### src/rtl/mult_div_unit.sv
// Iterative multiply/divide unit owning the HI/LO register pair (shift-add MUL, restoring DIV).
// Define MDU_FAST_MUL_EN to compute MUL in one cycle with a combinational product (DIV unchanged).
module mult_div_unit #(
  parameter int WIDTH = 32
) (
  input  logic             clk,
  input  logic             reset_n,
  input  logic             start,
  input  logic             Div,
  input  logic             Unsigned,
  input  logic [WIDTH-1:0] op1,
  input  logic [WIDTH-1:0] op2,
  input  logic             WriteHi,
  input  logic             WriteLo,
  output logic             busy,
  output logic             done,
  output logic             div_by_zero,
  output logic [WIDTH-1:0] hi,
  output logic [WIDTH-1:0] lo
);

  localparam int CW = $clog2(WIDTH + 1);

  typedef enum logic [1:0] {IDLE, CALC, FIX} state_t;

  state_t           state_q, state_d;
  logic [CW-1:0]    cnt_q;
  logic             div_q, neg_p_q, neg_r_q, dz_q;
  logic [WIDTH-1:0] acc_hi_q, acc_lo_q, b_q, raw_a_q;

  logic             neg_a, neg_b;
  logic [WIDTH-1:0] a_mag, b_mag;
  logic [WIDTH:0]   mul_sum, div_shift, div_diff;
  logic [2*WIDTH-1:0] prod, prod_s;
  logic [WIDTH-1:0] quot, rem;

  // Operands are reduced to magnitudes at start; signs are re-applied in FIX.
  assign neg_a = !Unsigned && op1[WIDTH-1];
  assign neg_b = !Unsigned && op2[WIDTH-1];
  assign a_mag = neg_a ? -op1 : op1;
  assign b_mag = neg_b ? -op2 : op2;

  // acc_hi/acc_lo double as {partial product, multiplier} or {remainder, dividend/quotient}.
  assign mul_sum   = {1'b0, acc_hi_q} + {1'b0, (acc_lo_q[0] ? b_q : '0)};
  assign div_shift = {acc_hi_q, acc_lo_q[WIDTH-1]};
  assign div_diff  = div_shift - {1'b0, b_q};

`ifdef MDU_FAST_MUL_EN
  assign prod = {{WIDTH{1'b0}}, acc_lo_q} * {{WIDTH{1'b0}}, b_q};
`else
  assign prod = {acc_hi_q, acc_lo_q};
`endif
  assign prod_s = neg_p_q ? -prod : prod;
  assign quot   = neg_p_q ? -acc_lo_q : acc_lo_q;
  assign rem    = neg_r_q ? -acc_hi_q : acc_hi_q;

  assign busy = (state_q != IDLE);

  always_ff @(posedge clk) begin
    if (!reset_n) state_q <= IDLE;
    else          state_q <= state_d;
  end

  always_comb begin
    state_d = state_q;
    case (state_q)
      IDLE: if (start) begin
`ifdef MDU_FAST_MUL_EN
        state_d = Div ? CALC : FIX;
`else
        state_d = CALC;
`endif
      end
      CALC:    if (cnt_q == CW'(1)) state_d = FIX;
      FIX:     state_d = IDLE;
      default: state_d = IDLE;
    endcase
  end

  always_ff @(posedge clk) begin
    if (!reset_n) begin
      hi          <= '0;
      lo          <= '0;
      done        <= 1'b0;
      div_by_zero <= 1'b0;
      cnt_q       <= '0;
      div_q       <= 1'b0;
      neg_p_q     <= 1'b0;
      neg_r_q     <= 1'b0;
      dz_q        <= 1'b0;
      acc_hi_q    <= '0;
      acc_lo_q    <= '0;
      b_q         <= '0;
      raw_a_q     <= '0;
    end else begin
      done        <= 1'b0;
      div_by_zero <= 1'b0;
      case (state_q)
        IDLE: begin
          if (start) begin
            div_q    <= Div;
            neg_p_q  <= neg_a ^ neg_b;
            neg_r_q  <= neg_a;
            dz_q     <= Div && (op2 == '0);
            raw_a_q  <= op1;
            b_q      <= b_mag;
            acc_lo_q <= a_mag;
            acc_hi_q <= '0;
            cnt_q    <= CW'(WIDTH);
          end else begin
            if (WriteHi) hi <= op1;
            if (WriteLo) lo <= op1;
          end
        end
        CALC: begin
          cnt_q <= cnt_q - CW'(1);
          if (div_q) begin
            if (!div_diff[WIDTH]) begin
              acc_hi_q <= div_diff[WIDTH-1:0];
              acc_lo_q <= {acc_lo_q[WIDTH-2:0], 1'b1};
            end else begin
              acc_hi_q <= div_shift[WIDTH-1:0];
              acc_lo_q <= {acc_lo_q[WIDTH-2:0], 1'b0};
            end
          end else begin
            acc_hi_q <= mul_sum[WIDTH:1];
            acc_lo_q <= {mul_sum[0], acc_lo_q[WIDTH-1:1]};
          end
        end
        FIX: begin
          done <= 1'b1;
          if (div_q) begin
            if (dz_q) begin
              hi          <= raw_a_q;
              lo          <= '1;
              div_by_zero <= 1'b1;
            end else begin
              hi <= rem;
              lo <= quot;
            end
          end else begin
            {hi, lo} <= prod_s;
          end
        end
        default: ;
      endcase
    end
  end

endmodule

### config.mk
export PLATFORM = sky130hd
export DESIGN_NAME = mult_div_unit
export DESIGN_NICKNAME = d
export VERILOG_FILES = /design/src/rtl/mult_div_unit.sv
export SDC_FILE = /design/constraint.sdc
export NUM_CORES = 1
export LEC_CHECK = 0
export CORE_UTILIZATION = 55
export DETAILED_ROUTE_END_ITERATION = 10
export GPL_TIMING_DRIVEN = 0
export PLACE_DENSITY = 0.78
export SETUP_SLACK_MARGIN = 0.05
export SYNTH_ARGS = -nofsm -noshare
export SYNTH_HDL_FRONTEND = slang
export SYNTH_SLANG_ARGS = --single-unit
### constraint.sdc
create_clock -name clk -period 9.88 [get_ports clk]
set_clock_uncertainty 0.05 [all_clocks]
set_input_delay 1.976 -clock clk [delete_from_list [all_inputs] [get_ports clk]]
set_output_delay 1.976 -clock clk [all_outputs]
set_load 0.02 [all_outputs]
After elaboration in Yosys (flattened, before gate mapping):

Index checks and enable logic that the tools add are counted.

* register bits after elaboration: 206
* bits of input ports: 71
* output and inout bits: 67
* word-level logic and storage cells: 77

* $add $sub $neg: 8
* eq/ne operators: 8
* muxes and demuxes: 31
* bitwise gates (word level): 1
* reductions and logical operators: 15

Operator list (count)
* $mux W32: 18
* $pmux W32 S2: 4
* $neg A32 Y32: 4
* $mux W64: 1
* $neg A64 Y64: 1
* $add A32 B32 Y33: 1
* $sub A33 B32 Y33: 1
* $logic_not A32 Y1: 1
* $pmux W6 S2: 1
* $ne A2 B2 Y1 const B: 5
* $reduce_and A3 Y1: 3
* $eq A6 B1 Y1 const B: 1
* $mux W6: 1
* $reduce_and A2 Y1: 3
* $reduce_bool A2 Y1: 3
* $sub A6 B1 Y6 const B: 1
* $mux W2: 2
* $pmux W2 S2: 1
* $logic_and A1 B1 Y1: 3
* $mux W1: 3
* $eq A2 B1 Y1 const B: 1
* $eq A2 B2 Y1 const B: 1
* $logic_not A2 Y1: 1
* $logic_not A1 Y1: 1
* $xor A1 B1 Y1: 1

Logic depth before layout (Yosys ltp):

Gate-level depths: netlist of the first run.

* word-level depth: 5
* depth in mapped cells: 15

Worst setup path before layout of the first run:

OpenSTA, ideal clock, no wires.

* kind: input to register
* from: in op1[7]
* to: reg acc_lo_q[27]
* setup time: 0.115 ns
* data arrival time: 4.300 ns
* required time: 9.715 ns
* setup slack: 5.415 ns
* stages on the path: 11
* buffers on the path: 1
* path through: clkbuf_1 -> or4_1 -> nor2_1 -> nand3b_1 -> nor3_1 -> nand2_1 -> nor4_2 -> nand3b_1 -> o21ai_0 -> xor2_1 -> a2111oi_0

* cells in the longest elaborated chain, start to end: 4

RTL lines
* start: declaration: line 11 `input logic [WIDTH-1:0] op1,`
* $neg A32 Y32: line 40 `assign a_mag = neg_a ? -op1 : op1;`
* $mux W32: line 40
* $mux W32: line 100 `if (start) begin`
* $pmux W32 S2: line 98 `case (state_q)`
* end signal: assignment: line 107 `acc_lo_q <= a_mag;`
* end signal: assignment: line 120 `acc_lo_q <= {acc_lo_q[WIDTH-2:0], 1'b1};`
* end signal: assignment: line 123 `acc_lo_q <= {acc_lo_q[WIDTH-2:0], 1'b0};`
* end: declaration: line 29 `logic [WIDTH-1:0] acc_hi_q, acc_lo_q, b_q, raw_a_q;`

Every way passes these cells. The select of a mux whose other input is x is not followed.
A chain may end at the register's enable or synchronous reset.

Final worst setup path of the first run:

* from: in op1[3]
* to: reg acc_lo_q[27]

Same word-level chain as after synthesis.

==> results.sh, run 1 <==
export IMPL_critPathKind="input pin to flip-flop"
export IMPL_synth_warnings=0
export IMPL_routedWlPerCell_um=24.8
export IMPL_clock_sinks=206
export IMPL_hp_class="flip-flop to flip-flop"
export IMPL_fp_dieW_um=171
export IMPL_pre_cts_slack_ns=4.22
export IMPL_synth_cell_area_mm2=0.0158
export IMPL_antennaDiodeCount=0
export IMPL_synth_top_area_share=0.262
export IMPL_ys_types=80
export IMPL_finalNonFillerCells=2689
export IMPL_ir_worst_vdd_mv=0.121
export IMPL_cts_hold_buf=0
export IMPL_track_usage=0.450
export IMPL_fill_cells=2517
export IMPL_io_buffers=129
export IMPL_post_route_period_util=0.529
export IMPL_cp_required_ns=10.28
export IMPL_tns_ns=0
export IMPL_start_util=0.563
export IMPL_seqCellArea_mm2=0.00412
export IMPL_synth_seq_cells=206
export IMPL_grt_ovfl_total=0
export IMPL_layout_min_cycle_time_ns=5.23
export IMPL_clk_pin_slew_worst_paths_ns=0.06
export IMPL_rsz0062_at_grt="no"
export IMPL_fmax_ghz=0.191
export IMPL_tightest_slew_ns=1.05
export IMPL_wl_mm=66.6
export IMPL_drt_first_pass_iters=6
export IMPL_core_area_mm2=0.0280
export IMPL_grt_max_degree=14
export IMPL_drive_above_1_share=0.0338
export IMPL_clock_latency_ns=0.56
export IMPL_syn2layout_area_growth_pct=16.3
export IMPL_post_synth_top_area_cell="dfxtp_1"
export IMPL_setup_viol=0
export IMPL_end_kind="flip-flop"
export IMPL_dieArea_mm2=0.0293
export IMPL_yosysSeqAreaShare=0.262
export IMPL_multiInputGateArea_mm2=0.0107
export IMPL_timing_final_ws_setup_ns=4.65
export IMPL_core_rowCount=61
export IMPL_synth_fp_nets=2281
export IMPL_totalPowerFinal_mw=2.67
export IMPL_die_h_um=171
export IMPL_synth_area_per_cell_um2=7.37
export IMPL_via_count=18190
export IMPL_h_tree_depth=1
export IMPL_crit_path_start_kind="input pin"
export IMPL_arrival_ns=5.63
export IMPL_hold_viol=0
export IMPL_synthArstFlopShare=0
export IMPL_root_buffer="clkbuf_16"
export IMPL_ios=138
export IMPL_first_global_vias=16860
export IMPL_post_route_util=0.655
export IMPL_cts_tree="yes"
export IMPL_clockBufferDepth=3
export IMPL_max_slew_margin=0.296
export IMPL_ctsResizeCount=0
export IMPL_drtIter0Drc=2357
export IMPL_dpl_hpwl_mm=51.2
export IMPL_ant_nets=0
export IMPL_antenna_found_initial=1
export IMPL_vias_per_cell=6.76
export IMPL_synth_edff_count=0
export IMPL_drc=0
export IMPL_critPathMaxFanout=6
export IMPL_postCtsSetupBuffers=0
export IMPL_maxSlewViolCount=0
export IMPL_p_leak_nw=6.66
export IMPL_numCtsBuffers=25
export IMPL_yosys_top_cells_area="dfxtp_1 26%, a21oi_1 7.7%, xnor2_1 6.2%, nand2_1 5.9%, ha_1 5.6%"
export IMPL_pwr_density_cell_mw_per_mm2=146
export IMPL_place_congestion=1.07
export IMPL_synth_cells=2138
export IMPL_cap_viol_max_count=0
export IMPL_ys_flop_type="dfxtp_1"
export IMPL_place_inst=2645
export IMPL_status="complete, no violations"
export IMPL_final_nets=2437
export IMPL_grt_pass1_wl_mm=99.5
report_power, final:
group	switching (mW)	internal [mW]	total, mW	leakage (nW)
Sequential	0.0582	0.890	0.948	1.69
Combinational	0.506	0.280	0.787	4.58
Clock	0.399	0.538	0.937	0.386
critical path: stages:
cell             delay (ns)
clkdlybuf4s50_1        0.67
or3_1                  0.50
nor4_1                 0.52
nand3b_1               0.25
nor3_1                 0.38
nand2_1                0.14
nor4_2                 0.24
nand3b_1               0.20
o21ai_0                0.24
xor2_1                 0.11
a2111oi_0              0.39
through the flow:
step           cell area [µm²]  hold slack, ns
4_1_cts                  18300           0.405
6_report                 18300           0.406
5_1_grt                  18300           0.429
3_5_place_dp             17500           0.395
2_1_floorplan            15800           0.382
3_3_place_gp             17500           0.388
cell families after synthesis:
family          after synthesis  synth area share
simple gates                651             0.193
compound gates              763             0.308
fa+ha+maj                    72            0.0581
buf+inv                     234            0.0568
xor+xnor                    157            0.0872
mux                          55            0.0352
flops                       206             0.262
worst paths after layout:
check	startpoint	to	slack, ns	depth (start not counted)
worst max-delay path	op1[3]	acc_lo_q[27]	4.65	11
worst min-delay path	lo[7]	lo[7]	0.41	2
worst min register to register	lo[7]	lo[7]	0.41	2
worst max register to register	acc_lo_q[31]	acc_hi_q[28]	5.23	14
synthesized netlist by cell type, drive strengths merged, types with 46 or more instances:
cell	instances
xor2	46
inv	66
xnor2	111
clkbuf	155
ha	70
mux2i	52
a21oi	243
nor2	187
o21ai	166
dfxtp	206
a211oi	84
nand2	248
metal layers:
metal	wire length [µm]	track usage	share of wire
met2	28200	0.686	0.42
met5	14	0	0.00021
met1	25700	0.562	0.39
met4	5430	0.334	0.081
met3	7320	0.0920	0.11
sequential cells by signal, summed over array words and instances, names as in the netlist:
name,count
acc_hi_q,32
acc_lo_q,32
b_q,32
cnt_q,6
div_by_zero,1
div_q,1
done,1
dz_q,1
hi,32
lo,32
neg_p_q,1
neg_r_q,1
raw_a_q,32
state_q,2
cells in the final DEF, fill, tap and decap left out, types with 52 or more instances in the layout:
cell and n:
mux2i_1 52, clkdlybuf4s50_1 129, xnor2_1 111, dfxtp_1 206, a211oi_1 84, o21ai_0 161, nand2_1 248, clkbuf_1 162
a21oi_1 243, ha_1 70, inv_1 65, nor2_1 186
layout make-up:
| cell class | instances | share of cell area |
|---|---|---|
| multi-input cells | 1698 | 0.586 |
| flip-flops and latches | 206 | 0.225 |
| repair buffers | 129 | 0.0704 |
| clock buffers | 34 | 0.0370 |
| plain buffers | 168 | 0.0353 |
| well taps | 378 | 0.0258 |
| inverters | 66 | 0.0135 |
| clock inverters | 10 | 0.00710 |
(Power assumes the default switching activity.)
==> run 2: changes to the inputs <==
--- a/config.mk
+++ b/config.mk
@@ -5,10 +5,10 @@
 export SDC_FILE = /design/constraint.sdc
 export NUM_CORES = 1
 export LEC_CHECK = 0
-export CORE_UTILIZATION = 55
+export CORE_UTILIZATION = 54
 export DETAILED_ROUTE_END_ITERATION = 10
 export GPL_TIMING_DRIVEN = 0
-export PLACE_DENSITY = 0.78
+export PLACE_DENSITY = 0.79
 export SETUP_SLACK_MARGIN = 0.05
 export SYNTH_ARGS = -nofsm -noshare
 export SYNTH_HDL_FRONTEND = slang
==> constraint.sdc (replaced) <==
create_clock -name clk -period 4.7 [get_ports clk]
set_clock_uncertainty 0.05 [all_clocks]
set_input_delay 0.94 -clock clk [delete_from_list [all_inputs] [get_ports clk]]
set_output_delay 0.94 -clock clk [all_outputs]
set_load 0.02 [all_outputs]
==> run 2 against run 1 <==
Against the previous run:
- clock power is 100% higher
- non-clock buffer count stayed put
- largest power group unchanged
- sequential power is 110% higher
- global-route usage is 1.9 points lower
- largest cell class unchanged
- sequential share of layout area hardly changed
- worst hold slack worse by 0.0053 ns
- first-iteration DRC count is 8.5% lower
- register-to-register slack worse by 5.0 ns
- via count is 1.2% lower
- sequential cell count stayed put
- highest routed layer is now met4
- setup slack worse by 4.5 ns
- die area is 1.8% higher
==> results.sh, run 2 (same netlist as run 1, synthesis figures left out) <==
export IMPL_pwr_density_cell_mw_per_mm2=300
export IMPL_maxSlewViolCount=0
export IMPL_setup_viol=0
export IMPL_rsz0062_at_grt="no"
export IMPL_numCtsBuffers=25
export IMPL_root_buffer="clkbuf_16"
export IMPL_ios=138
export IMPL_crit_path_start_kind="flip-flop"
export IMPL_syn2layout_area_growth_pct=16.1
export IMPL_first_global_vias=16586
export IMPL_drive_above_1_share=0.0334
export IMPL_critical_path_slowest_cell="clkbuf_1"
export IMPL_critPathMaxFanout=10
export IMPL_clock_latency_ns=0.55
export IMPL_reg2reg_slack_ns=0.19
export IMPL_cp_required_ns=5.04
export IMPL_endpoint="hi[22]"
export IMPL_place_congestion=1.05
export IMPL_drtIter0Drc=2156
export IMPL_post_route_period_util=0.959
export IMPL_antenna_found_initial=1
export IMPL_combPwrFrac=0.296
export IMPL_grt_ovfl_total=0
export IMPL_routedWlPerCell_um=24.5
export IMPL_cts_tree="yes"
export IMPL_critPathLaunch="acc_lo_q[0]"
export IMPL_clockBufferDepth=3
export IMPL_layout_min_cycle_time_ns=4.51
export IMPL_fmax_ghz=0.222
export IMPL_layout_commonest_cell="nand2_1"
export IMPL_core_rowCount=62
export IMPL_ant_nets=0
export IMPL_via_count=17972
export IMPL_drt_first_pass_iters=6
export IMPL_track_usage=0.431
export IMPL_switchingPower_mw=1.97
export IMPL_critPathKind="flip-flop to flip-flop"
export IMPL_place_inst=2651
export IMPL_swShare=0.358
export IMPL_fp_dieW_um=173
export IMPL_layout_common_cells="248 x nand2_1, 243 x a21oi_1, 206 x dfxtp_1"
export IMPL_cpPeakStageDelay_ns=0.61
export IMPL_hold_viol=0
export IMPL_worstRegToRegCells=13
export IMPL_h_tree_depth=1
export IMPL_p_leak_nw=6.64
export IMPL_final_nets=2437
export IMPL_cap_viol_max_count=0
export IMPL_core_area_mm2=0.0287
export IMPL_p_int_mw=3.52
export IMPL_timing_rr_start="acc_lo_q[0]"
export IMPL_clk_pin_slew_worst_paths_ns=0.06
export IMPL_finalNonFillerCells=2695
export IMPL_pwr_share_clk=0.340
export IMPL_seq_power_share=0.364
export IMPL_cts_hold_buf=0
export IMPL_die_h_um=173
export IMPL_placed_area_mm2=0.0175
export IMPL_wl_mm=66.1
export IMPL_hp_class="flip-flop to flip-flop"
export IMPL_drc=0
export IMPL_max_slew_margin=0.216
export IMPL_start_util=0.549
export IMPL_cp_cell_sequence="inv_1, clkbuf_1, ha_1, nor3b_1, nand3_1, or2_2, clkbuf_1, nand2_1, nand2_1, nor2_1, nor3_1, a31oi_1, o22ai_1"
export IMPL_grt_max_degree=12
export IMPL_r2r_end="hi[22]"
export IMPL_dpl_hpwl_mm=50.7
export IMPL_final_cell_area_mm2=0.0183
export IMPL_grt_pass1_wl_mm=99.3
export IMPL_clock_sinks=206
export IMPL_status="complete, no violations"
export IMPL_dieArea_mm2=0.0299
export IMPL_arrival_ns=4.84
export IMPL_end_kind="flip-flop"
export IMPL_tightest_slew_ns=1.17
export IMPL_ir_worst_vdd_mv=0.240
export IMPL_io_buffers=129
export IMPL_vias_per_cell=6.67
[run 2: how the worst min path moves through the flow]
stage | startpoint | endpoint | slack [ns] | depth (start not counted)
after global placement | lo[20] | lo[20] | 0.39 | 2
final | lo[26] | lo[26] | 0.40 | 2
after global routing | lo[26] | lo[26] | 0.42 | 2
after floorplan | b_q[22] | b_q[22] | 0.38 | 2
after CTS | lo[27] | lo[27] | 0.40 | 2
after detailed placement | lo[27] | lo[27] | 0.39 | 2
[run 2: worst max-delay path: cells and delay by family, from the launching register on]
family	cells	cell delay (ns)
buffers and inverters	3	1.17
flip-flops	1	0.42
adder cells (fa/ha/maj)	1	0.34
AND/OR/NAND/NOR	7	1.99
AO/OA/AOI/OAI	2	0.39
[run 2: timing repair]
action,in CTS,in global routing
endpoints found under the hold margin,0,0
setup buffers,0,0
endpoints found under the setup margin,0,2
gates resized for setup,0,2
[run 2: through the flow]
| step | TNS (ns) | hold slack (ns) | power [mW] | util | setup slack, ns |
|---|---|---|---|---|---|
| global route | 0 | 0.418 | 5.67 | 0.637 | 0.0959 |
| finish | 0 | 0.400 | 5.49 | 0.638 | 0.195 |
| global placement | 0 | 0.388 | 3.57 | 0.611 | 0.0910 |
| detailed placement | -0.0140 | 0.394 | 3.59 | 0.611 | -0.0140 |
| CTS | 0 | 0.402 | 5.42 | 0.637 | 0.352 |
| floorplan | 0 | 0.382 | 3.03 | - | 1.27 |
[run 2: final cells by class]
| cell class | count | area (µm²) |
|---|---|---|
| clock buffer | 37 | 731 |
| fill | 2678 | 10400 |
| buffer | 168 | 649 |
| clock inverter | 4 | 26.3 |
| tap | 384 | 480 |
| inverter | 66 | 248 |
| antenna | 3 | 7.51 |
| sequential | 206 | 4120 |
| multi-input combinational | 1698 | 10700 |
| timing repair buffer | 129 | 1290 |
[run 2: power groups by stage]
stage	registers [mW]	logic, mW	clock network (mW)
after detailed placement	2.03	1.56	0
after global placement	2.02	1.54	0
after floorplan	2.02	1.01	0
after global routing	2.01	1.74	1.92
after CTS	1.99	1.57	1.85
final	2.00	1.62	1.87
[run 2: routing by layer]
metal,wire [µm],track usage,vias up
li1,-,-,8113
met4,5410,0.309,0
met3,7310,0.0807,268
met1,25600,0.551,8407
met2,27800,0.653,1184
met5,0,0,-
==> run 3: changes to the inputs <==
--- a/config.mk
+++ b/config.mk
@@ -5,10 +5,11 @@
 export SDC_FILE = /design/constraint.sdc
 export NUM_CORES = 1
 export LEC_CHECK = 0
-export CORE_UTILIZATION = 54
+export CORE_ASPECT_RATIO = 1.2
+export CORE_UTILIZATION = 25
 export DETAILED_ROUTE_END_ITERATION = 10
 export GPL_TIMING_DRIVEN = 0
-export PLACE_DENSITY = 0.79
+export PLACE_DENSITY = 0.43
 export SETUP_SLACK_MARGIN = 0.05
 export SYNTH_ARGS = -nofsm -noshare
 export SYNTH_HDL_FRONTEND = slang
==> run 3 against run 2 <==
Against the previous run:
- clock-buffer cell count fell by 3
- final cell count increased by 16%
- setup slack better by 0.057 ns
- critical path type unchanged
- largest cell class unchanged
- sequential power about the same
- combinational power up 4%
- register-to-register slack improved by 0.06 ns
- maximum frequency is 1.3% higher
- cell area rose by 4.1%
- critical endpoint is now acc_hi_q[15]
- critical path depth unchanged
==> results.sh, run 3 (same netlist as run 1, synthesis figures left out) <==
export IMPL_track_usage=0.241
export IMPL_fill_cells=6774
export IMPL_drive_above_1_share=0.0406
export IMPL_rsz0062_at_grt="no"
export IMPL_final_nets=2439
export IMPL_hp_class="flip-flop to flip-flop"
export IMPL_critPathMaxFanout=10
export IMPL_vias_per_cell=5.46
export IMPL_tns_ns=0
export IMPL_maxSlewViolCount=0
export IMPL_first_global_vias=17127
export IMPL_grt_max_degree=13
export IMPL_pwr_density_cell_mw_per_mm2=312
export IMPL_ios=138
export IMPL_dr_wl_met3_mm=3.50
export IMPL_ant_nets=0
export IMPL_finalHoldWorstSlack_ns=0.399
export IMPL_layout_common_cells="247 x nand2_1, 243 x a21oi_1, 206 x dfxtp_1"
export IMPL_cts_hold_buf=0
export IMPL_dpl_hpwl_mm=63.6
export IMPL_tightest_slew_ns=1.14
export IMPL_seqCellArea_mm2=0.00412
export IMPL_hold_viol=0
export IMPL_drc=0
export IMPL_multiInputGateArea_mm2=0.0108
export IMPL_cp_required_ns=5.13
export IMPL_antenna_found_initial=0
export IMPL_core_rowCount=100
export IMPL_critPathKind="flip-flop to flip-flop"
export IMPL_syn2layout_area_growth_pct=20.8
export IMPL_io_buffers=129
export IMPL_setup_viol=0
export IMPL_fmax_ghz=0.225
export IMPL_met1Wirelength_mm=30.7
export IMPL_numCtsBuffers=27
export IMPL_crit_path_start_kind="flip-flop"
export IMPL_drtIter0Drc=1169
export IMPL_ir_worst_vdd_mv=0.243
export IMPL_cap_viol_max_count=0
export IMPL_clock_latency_ns=0.57
export IMPL_drt_first_pass_iters=8
export IMPL_place_congestion=0.976
export IMPL_post_route_period_util=0.946
export IMPL_arrival_ns=4.88
export IMPL_root_buffer="clkbuf_16"
export IMPL_layout_min_cycle_time_ns=4.45
export IMPL_via_count=17105
export IMPL_status="complete, no violations"
export IMPL_core_area_mm2=0.0622
export IMPL_clock_sinks=206
export IMPL_topRoutingLayerUsed="met4"
export IMPL_routedWlPerCell_um=25.4
export IMPL_p_leak_nw=6.74
export IMPL_totalPowerFinal_mw=5.94
export IMPL_layout_commonest_cell="nand2_1"
export IMPL_max_slew_margin=0.241
export IMPL_dieArea_mm2=0.0641
export IMPL_die_h_um=277
export IMPL_end_kind="flip-flop"
export IMPL_wl_mm=79.4
export IMPL_h_tree_depth=1
export IMPL_fp_dieW_um=231
export IMPL_clk_pin_slew_worst_paths_ns=0.06
export IMPL_met2WireLength_mm=40.4
export IMPL_clockBufferDepth=3
export IMPL_grt_ovfl_total=0
export IMPL_start_util=0.254
export IMPL_grt_pass1_wl_mm=115
export IMPL_cts_tree="yes"
export IMPL_antennaDiodeCount=0
export IMPL_postCtsSetupBuffers=0
[run 3: cell types whose count changed in the layout (fill, tap and decap cells not counted), moves of 2 or more]
cell and delta:
clkinvlp_4 +2, clkbuf_2 +2, diode_2 -3, bufinv_16 +5
clkinv_2 +4, clkbuf_8 -4, clkbuf_16 +2, clkbuf_1 -3
[run 3: final cells by class]
cell class	count	area share
tap	816	0.0536
clock buffer	34	0.0379
multi-input combinational	1698	0.566
clock inverter	15	0.0111
timing repair buffer	129	0.0678
sequential	206	0.217
buffer	168	0.0342
inverter	66	0.0130
[run 3: worst paths after layout]
| check | to | start | cells after the start | slack (ns) |
|---|---|---|---|---|
| worst min register to register | lo[12] | lo[12] | 2 | 0.40 |
| worst max register to register | acc_hi_q[15] | acc_lo_q[31] | 13 | 0.25 |
| worst max-delay path | acc_hi_q[15] | acc_lo_q[31] | 13 | 0.25 |
| worst min-delay path | lo[12] | lo[12] | 2 | 0.40 |
[run 3: stage by stage]
stage | utilization | area (µm²) | std cells | setup WS (ns)
5_1_grt | 0.306 | 19000 | 3132 | 0.0770
2_1_floorplan | - | 15800 | 2138 | 1.27
4_1_cts | 0.306 | 19000 | 3132 | 0.0561
3_3_place_gp | 0.291 | 18100 | 3083 | -0.184
3_5_place_dp | 0.291 | 18100 | 3083 | -0.223
6_report | 0.306 | 19000 | 3132 | 0.252
[run 3: critical path, cell delays in order (launching register included)]
cell and delay (ns):
dfxtp_1 0.66, inv_1 0.10, ha_1 0.26, fa_1 0.42, nor2b_1 0.19, o31ai_1 0.13
a31oi_2 0.35, o21ai_1 0.21, a21oi_1 0.43, a221oi_2 0.19, xnor2_2 0.42, buf_2 0.47
nand3b_1 0.21, a41oi_1 0.26
[run 3: repair_timing]
item,4_1_cts,5_1_grt
gates resized for setup,3,6
setup endpoints to repair,35,33
cloned,0,0
[run 3: report_power, final]
group	internal, mW	leakage [nW]	switching, mW
Sequential	1.87	1.69	0.140
Clock	1.36	0.452	0.894
Combinational	0.592	4.60	1.09
[run 3: per-layer routing]
layer / vias up / GRT usage
met5: - / 0
met4: 0 / 0.136
met3: 186 / 0.0259
met2: 558 / 0.443
met1: 8240 / 0.267
li1: 8121 / -
